==> config.mk <==
export PLATFORM = sky130hd
export DESIGN_NAME = golden_nonce_fifo_flat
export DESIGN_NICKNAME = d
export VERILOG_FILES = /design/src/rtl/miner_pkg.sv /design/src/rtl/golden_nonce_fifo_if.sv /design/src/rtl/sat_counter.sv /design/src/rtl/golden_nonce_fifo.sv /design/src/flat_wrapper.sv
export SDC_FILE = /design/constraint.sdc
export NUM_CORES = 2
export LEC_CHECK = 0
export ABC_CLOCK_PERIOD_IN_PS = 3600
export BUFFER_PORTS_ARGS = -buffer_cell sky130_fd_sc_hd__buf_4
export CORE_UTILIZATION = 56
export DETAILED_ROUTE_END_ITERATION = 8
export GPL_TIMING_DRIVEN = 1
export PLACE_DENSITY = 0.78
export SYNTH_ARGS = -nofsm -noshare
export SYNTH_HDL_FRONTEND = slang
export SYNTH_SLANG_ARGS = --single-unit
==> constraint.sdc <==
create_clock -name clk -period 3.6 [get_ports clk]
set_clock_uncertainty 0.1 [all_clocks]
set_input_delay 0.36 -clock clk [delete_from_list [all_inputs] [get_ports clk]]
set_output_delay 0.36 -clock clk [all_outputs]
set_load 0.02 [all_outputs]
==> src/rtl/miner_pkg.sv <==
// Shared mining-datapath types: candidate hash/nonce widths and the packed result
// record that the comparator, golden-nonce FIFO and readout logic all exchange.
package miner_pkg;

  localparam int HASH_W  = 256;
  localparam int NONCE_W = 32;

  typedef struct packed {
    logic [NONCE_W-1:0] nonce;
    logic [HASH_W-1:0]  hash;
  } result_t;

endpackage

==> src/rtl/golden_nonce_fifo_if.sv <==
// Candidate-in / result-out handshake bundle of the golden-nonce FIFO.
// The slave view is the FIFO itself; the master view is its surrounding logic.
interface golden_nonce_fifo_if;
  import miner_pkg::*;

  logic               cmp_valid;
  logic               cmp_hit;
  logic [HASH_W-1:0]  cmp_hash;
  logic [NONCE_W-1:0] cmp_nonce;

  logic               res_valid;
  logic               res_ready;
  logic [NONCE_W-1:0] res_nonce;
  logic [HASH_W-1:0]  res_hash;

  modport master (
    output cmp_valid, cmp_hit, cmp_hash, cmp_nonce, res_ready,
    input  res_valid, res_nonce, res_hash
  );

  modport slave (
    input  cmp_valid, cmp_hit, cmp_hash, cmp_nonce, res_ready,
    output res_valid, res_nonce, res_hash
  );

endinterface

==> src/rtl/sat_counter.sv <==
// Saturating up-counter with synchronous active-low reset and synchronous clear;
// sticks at all-ones so firmware can tell a wrapped statistic from a real one.
module sat_counter #(
  parameter int W = 16
) (
  input  logic         clk,
  input  logic         rst_n,
  input  logic         clr,
  input  logic         inc,
  output logic [W-1:0] count
);

  logic [W-1:0] count_r;

  // Count register: reset and clear dominate, increment stops at all-ones
  always_ff @(posedge clk) begin
    if (!rst_n) begin
      count_r <= '0;
    end else if (clr) begin
      count_r <= '0;
    end else if (inc && (count_r != {W{1'b1}})) begin
      count_r <= count_r + W'(1);
    end else begin
      count_r <= count_r;
    end
  end

  assign count = count_r;

endmodule

==> src/rtl/golden_nonce_fifo.sv <==
// Golden-nonce capture FIFO: buffers comparator hits (nonce + hash) for the readout
// logic over valid/ready and keeps saturating hit/drop statistics.
module golden_nonce_fifo
  import miner_pkg::*;
#(
  parameter int DEPTH = 4,
  parameter int CNT_W = 16
) (
  input  logic                   clk,
  input  logic                   rst_n,
  input  logic                   clear,
  golden_nonce_fifo_if.slave     bus,
  output logic [$clog2(DEPTH):0] res_level,
  output logic [CNT_W-1:0]       hit_count,
  output logic [CNT_W-1:0]       drop_count,
  output logic                   overflow
);

  localparam int AW = $clog2(DEPTH);
  localparam int PW = AW + 1;

  logic [PW-1:0] wr_ptr_r;
  logic [PW-1:0] rd_ptr_r;
  logic [PW-1:0] level_r;
  logic          overflow_r;
  result_t       mem_r [DEPTH];

  logic          empty_s;
  logic          full_s;
  logic          push_s;
  logic          pop_s;
  logic          accept_s;
  logic          drop_s;
  result_t       wr_data_s;

  // Occupancy flags; the extra pointer bit separates full from empty
  always_comb begin
    empty_s = (wr_ptr_r == rd_ptr_r);
    full_s  = (wr_ptr_r[AW] != rd_ptr_r[AW]) &&
              (wr_ptr_r[AW-1:0] == rd_ptr_r[AW-1:0]);
  end

  // Handshake qualification; a full FIFO still accepts when the head leaves this cycle
  always_comb begin
    push_s          = bus.cmp_valid & bus.cmp_hit & ~clear;
    pop_s           = ~empty_s & bus.res_ready & ~clear;
    accept_s        = push_s & (~full_s | pop_s);
    drop_s          = push_s & full_s & ~pop_s;
    wr_data_s.nonce = bus.cmp_nonce;
    wr_data_s.hash  = bus.cmp_hash;
  end

  // Pointers, occupancy and sticky overflow flag
  always_ff @(posedge clk) begin
    if (!rst_n) begin
      wr_ptr_r   <= '0;
      rd_ptr_r   <= '0;
      level_r    <= '0;
      overflow_r <= 1'b0;
    end else if (clear) begin
      wr_ptr_r   <= '0;
      rd_ptr_r   <= '0;
      level_r    <= '0;
      overflow_r <= 1'b0;
    end else begin
      if (accept_s) begin
        wr_ptr_r <= wr_ptr_r + PW'(1);
      end else begin
        wr_ptr_r <= wr_ptr_r;
      end
      if (pop_s) begin
        rd_ptr_r <= rd_ptr_r + PW'(1);
      end else begin
        rd_ptr_r <= rd_ptr_r;
      end
      case ({accept_s, pop_s})
        2'b10:   level_r <= level_r + PW'(1);
        2'b01:   level_r <= level_r - PW'(1);
        default: level_r <= level_r;
      endcase
      if (drop_s) begin
        overflow_r <= 1'b1;
      end else begin
        overflow_r <= overflow_r;
      end
    end
  end

  // Entry storage; only written on an accepted push so idle-bus X never lands in state
  always_ff @(posedge clk) begin
    if (!rst_n) begin
      for (int i = 0; i < DEPTH; i++) begin
        mem_r[i] <= '0;
      end
    end else if (accept_s) begin
      mem_r[wr_ptr_r[AW-1:0]] <= wr_data_s;
    end else begin
      mem_r <= mem_r;
    end
  end

  sat_counter #(.W(CNT_W)) u_hit_cnt (
    .clk   (clk),
    .rst_n (rst_n),
    .clr   (clear),
    .inc   (push_s),
    .count (hit_count)
  );

  sat_counter #(.W(CNT_W)) u_drop_cnt (
    .clk   (clk),
    .rst_n (rst_n),
    .clr   (clear),
    .inc   (drop_s),
    .count (drop_count)
  );

  assign bus.res_valid = ~empty_s;
  assign bus.res_nonce = mem_r[rd_ptr_r[AW-1:0]].nonce;
  assign bus.res_hash  = mem_r[rd_ptr_r[AW-1:0]].hash;
  assign res_level     = level_r;
  assign overflow      = overflow_r;

endmodule

==> src/flat_wrapper.sv <==
// flat-port wrapper written by rule: the top's interface ports become plain ports
module golden_nonce_fifo_flat import miner_pkg::*;
#(
  parameter int DEPTH = 4,
  parameter int CNT_W = 16
)
  (clk, rst_n, clear, res_level, hit_count, drop_count, overflow, bus_cmp_valid, bus_cmp_hit, bus_cmp_hash, bus_cmp_nonce, bus_res_ready, bus_res_valid, bus_res_nonce, bus_res_hash);
  golden_nonce_fifo_if bus_i ();
  input  logic clk;
  input  logic rst_n;
  input  logic clear;
  output logic [$clog2(DEPTH):0] res_level;
  output logic [CNT_W-1:0] hit_count;
  output logic [CNT_W-1:0] drop_count;
  output logic overflow;
  input wire logic [$bits(bus_i.cmp_valid)-1:0] bus_cmp_valid;
  input wire logic [$bits(bus_i.cmp_hit)-1:0] bus_cmp_hit;
  input wire logic [$bits(bus_i.cmp_hash)-1:0] bus_cmp_hash;
  input wire logic [$bits(bus_i.cmp_nonce)-1:0] bus_cmp_nonce;
  input wire logic [$bits(bus_i.res_ready)-1:0] bus_res_ready;
  output wire logic [$bits(bus_i.res_valid)-1:0] bus_res_valid;
  output wire logic [$bits(bus_i.res_nonce)-1:0] bus_res_nonce;
  output wire logic [$bits(bus_i.res_hash)-1:0] bus_res_hash;
  assign bus_i.cmp_valid = bus_cmp_valid;
  assign bus_i.cmp_hit = bus_cmp_hit;
  assign bus_i.cmp_hash = bus_cmp_hash;
  assign bus_i.cmp_nonce = bus_cmp_nonce;
  assign bus_i.res_ready = bus_res_ready;
  assign bus_res_valid = bus_i.res_valid;
  assign bus_res_nonce = bus_i.res_nonce;
  assign bus_res_hash = bus_i.res_hash;
  golden_nonce_fifo #(.DEPTH(DEPTH), .CNT_W(CNT_W)) u_core (.clk(clk), .rst_n(rst_n), .clear(clear), .bus(bus_i), .res_level(res_level), .hit_count(hit_count), .drop_count(drop_count), .overflow(overflow));
endmodule
# After elaboration in Yosys (flattened, before gate mapping)
# Cells that the tools add are included.
classes:
  addsub: 6
  magnitude_cmp: 3
  eq_ne: 7
  mux: 7
  n_bitwise: 15
  n_reduce_logical: 6
op_table:
  columns: ["op", "n"]
  rows:
  - ["$bwmux W1152", 1]
  - ["$mux W288", 3]
  - ["$bmux W288 S2", 1]
  - ["$demux W288 S2", 1]
  - ["$add A16 B1 Y16 const B", 2]
  - ["$ne A16 B16 Y1 const B", 2]
  - ["$add A3 B1 Y3 const B", 3]
  - ["$and A1 B1 Y1", 7]
  - ["$ge A3 B3 Y1 const B", 2]
  - ["$not A2 Y3", 2]
  - ["$pmux W3 S2", 1]
  - ["$not A1 Y1", 5]
  - ["$logic_and A1 B1 Y1", 4]
  - ["$eq A3 B3 Y1", 1]
  - ["$lt A3 B1 Y1 const B", 1]
  - ["$sub A3 B1 Y3 const B", 1]
  - ["$eq A2 B1 Y1 const B", 1]
  - ["$eq A2 B2 Y1", 1]
  - ["$eq A2 B2 Y1 const B", 1]
  - ["$reduce_bool A2 Y1", 1]
  - ["$reduce_or A2 Y1", 1]
  - ["$ne A1 B1 Y1", 1]
  - ["$or A1 B1 Y1", 1]
word_totals:
  register_bits: 1194
  in_bits: 294
  output_inout_bits: 325
  elab_cells: 58

# Longest topological paths before layout
depth:
  word_depth: 8
  depth_mapped: 10
  mapped_depth_nobuf: 10

# Modules after synthesis
# A second synthesis with hierarchy kept.
hier_totals:
  hier_cells: 4762
  area_unflattened_um2: 46657.2
by_module_without_submodules:
  columns: ["module", "instances", "cells_each", "area_per_inst_um2", "seq_area_each_um2"]
  rows:
  - ["golden_nonce_fifo", 1, 4580, 44928.1, 23262.3]
  - ["sat_counter", 2, 91, 864.6, 320.3]

# Least setup slack after synthesis
# Ideal clock, no wire load.
synth_path:
  path_kind: "reg2out"
  from: "reg u_core.rd_ptr_r[0]"
  to: "out bus_res_hash[100]"
  arrival_ns: 2.115
  t_required_ns: 3.140
  path_slack_ns: 1.025
  stages_incl_launch_ff: 5
  path_buffers: 3
  cell_sequence: "dfxtp_1 > clkbuf_1 > clkbuf_1 > buf_1 > mux4_2"
synth_via:
  elab_chain_cells: 4
synth_lines:
  columns: ["element", "line_no", "rtl"]
  rows:
  - ["start, declared", "golden_nonce_fifo.sv:23", "logic [PW-1:0] rd_ptr_r;"]
  - ["start signal, assigned", "golden_nonce_fifo.sv:72", "rd_ptr_r <= rd_ptr_r + PW'(1);"]
  - ["start signal, assigned", "golden_nonce_fifo.sv:74", "rd_ptr_r <= rd_ptr_r;"]
  - ["$not A2 Y3 (not written as such)", "golden_nonce_fifo.sv:120", "assign bus.res_hash = mem_r[rd_ptr_r[AW-1:0]].hash;"]
  - ["$bmux W288 S2", "golden_nonce_fifo.sv:120", null]
  - ["$mux W288 (2 in a row)", null, null]
  - ["end, declared", "flat_wrapper.sv:23", "output wire logic [$bits(bus_i.res_hash)-1:0] bus_res_hash;"]
# No other way between the ends. The select of a mux whose other input is x is not followed.

# Worst setup path after layout
layout_path:
  from: "reg u_core.rd_ptr_r[0]"
  to: "out bus_res_hash[157]"
# Same word-level chain as after synthesis.

==> results.ini <==
[die]
die_h_um=289.0
die_x_um=289.0
die_area_mm2=0.08354
rows=104
io_pins=619
core_mm2=0.08107
initial_core_util=0.5691

[cells_and_area]
drive_gt1_frac=0.2194
stdcell_count=6553
area_delta_synth_final_pct=26.89
fin_nets=5690

[global_route]
grt_max_degree=161
grt_pass1_vias=38220
antenna_found_initial=6
gr-total-overflow=0
grt_pass1_wl_um=202600
grt_use_total=0.2990

[placement]
io_buffers=618
place_congestion=0.8505
place_inst=6042
hpwl_um=76420

[logic_synthesis]
yosysWarnings=0
synth_cell_types=41
yosysTopAreaCellShare=0.5181
synth_area_leaders=dfxtp_1, mux4_2, nand3_1, o21ai_0, clkbuf_1
netlist_area_mm2=0.04614
synth.yosys.seq_area_share=0.5181
synthMostInstantiatedCell=dfxtp_1
synth_area_leader_cell=dfxtp_1
ys_ff_latch=1194
synth_fp_nets=5061
ys.flop_type=dfxtp_1
syn_area_per_cell_um2=9.697
synthArstFlopShare=0
yosys-top-cells-count=dfxtp_1, nand3_1, o21ai_0
syn_inst=4758
synth_edf_count=0

[timing]
hold_slack_ps=37.08
setup_tns_ps=0
tightest_slew_ps=1148
fin_crit_sh=0.9530
setup_viol=0
slew_headroom=0.2347
period_needed_ps=3431
fmax_ghz=0.2915
hold_viol_final=0
finalMaxSlewViolations=0

[clock_tree]
cts-root-buf=clkbuf_16
numCtsBuffers=116
htreeDepth=3
cts_sinks=1194
clockBufferDepth=3
clock_latency_ps=670
cts_tree=done
clk_pin_slew_ps=60
cts_setup_buffers=0

[worst_setup_path]
reg2reg_from=u_core.wr_ptr_r[0]
path_class=register to output pin
worstPathArrival_ps=2970
worstReg2RegEnd=u_core.mem_r[1083]
worst_ep_required_time_ps=3140
critPathLaunchType=register
endpoint_kind=output pin
critPathMaxFanout=73
r2r_slack_ps=560
r2r_cells=6

[routing]
finalWirelength_um=130700
vias_per_cell=6.062
ant_nets=0
drt_iter0_drc=3288
vias=39722
drc=0
wl_per_cell_um=19.94
firstDrtPassIters=6

[hold_path]
hp-class=input pin to register
holdPathStages=3
min-delay-start=bus_cmp_hash[109]
min_to=u_core.mem_r[397]

[power]
vdd_drop_max_v=0.0006071
p_per_area_mw_per_mm2=477.7
p_leak_nw=21.44

[run]
max_cap_viol_count=0

[status]
outcome=finished clean

==> layout make-up <==
type                            instances  area (um^2)
Clock buffer                          167         3407
Clock inverter                         51        704.4
Fill cell                            5369        22520
Antenna cell                            6        15.01
Inverter                                7        26.28
Multi-Input combinational cell       3070        20340
Tap cell                             1060         1326
Timing Repair Buffer                  998         8815
Sequential cell                      1194        23910
==> power by group <==
part,total (W),switching (W),internal (W)
Clock,0.0128,0.00524,0.00754
Combinational,0.00179,0.000997,0.000788
Sequential,0.0134,0.0000645,0.0133
==> flip-flops by register name (all words and copies together), names as in the netlist <==
name	count
u_core.mem_r	1152
u_core.overflow	1
u_core.rd_ptr_r	3
u_core.res_level	3
u_core.u_drop_cnt.count	16
u_core.u_hit_cnt.count	16
u_core.wr_ptr_r	3
==> worst max-delay path: stages, from the launching register on <==
cell and delay [ps]:
dfxtp_4 380, buf_16 430, buf_16 530, mux4_2 630
buf_4 190
==> worst max path at each step <==
stage / from / end / slack [ps] / cells past startpoint
after floorplan: u_core.rd_ptr_r[0] / bus_res_hash[100] / 1030 / 4
after global placement: clear / u_core.mem_r[489] / 710 / 7
after detailed placement: clear / u_core.mem_r[553] / 680 / 7
after CTS: u_core.rd_ptr_r[0] / bus_res_hash[179] / 40 / 4
after global routing: u_core.rd_ptr_r[0] / bus_res_hash[187] / -20 / 4
final: u_core.rd_ptr_r[0] / bus_res_hash[157] / 170 / 4
==> layer usage <==
metal  up-vias  track usage  routed length (um)
met5         -            0                   0
met4         0       0.1741                7631
met3       419      0.05559                8904
met2      1645       0.5022               64140
met1     19021       0.3596               50000
li1      18637            -                   -
==> timing repair <==
action | CTS | global route
resized for setup | 0 | 6
hold buffers | 287 | 0
endpoints found under the hold margin | 1135 | 0
setup endpoints to repair | 0 | 127
==> layout by cell type, fill, tap and decap left out, types with 27 or more instances in the layout <==
cell type	n
dlygate4sd3_1	287
clkbuf_8	27
clkbuf_16	118
mux4_2	288
buf_4	662
dfxtp_1	1192
clkinv_2	28
buf_12	42
o21ai_0	1086
nand2_1	302
o21ai_1	74
nor2_1	34
nand3_1	1164
==> through the flow <==
stage	worst slack, ps	total power (W)	cell area (um^2)	util
final	169.1	0.02796	58540	0.7222
after global placement	706.8	0.01514	51510	0.6354
after floorplan	1025	0.01445	46140	-
after global routing	-15.03	0.02878	58540	0.7222
after detailed placement	680.5	0.01516	51510	0.6354
after CTS	38.57	0.02801	58490	0.7216
==> cells by family after synthesis <==
| logic type | share of synthesized area |
|---|---|
| compound gates | 0.1293 |
| xor+xnor | 0.005505 |
| fa+ha+maj | 0.002604 |
| buf+inv | 0.04214 |
| flops | 0.5181 |
| mux | 0.1408 |
| simple gates | 0.1616 |
Power figures use the tool's default switching activity.
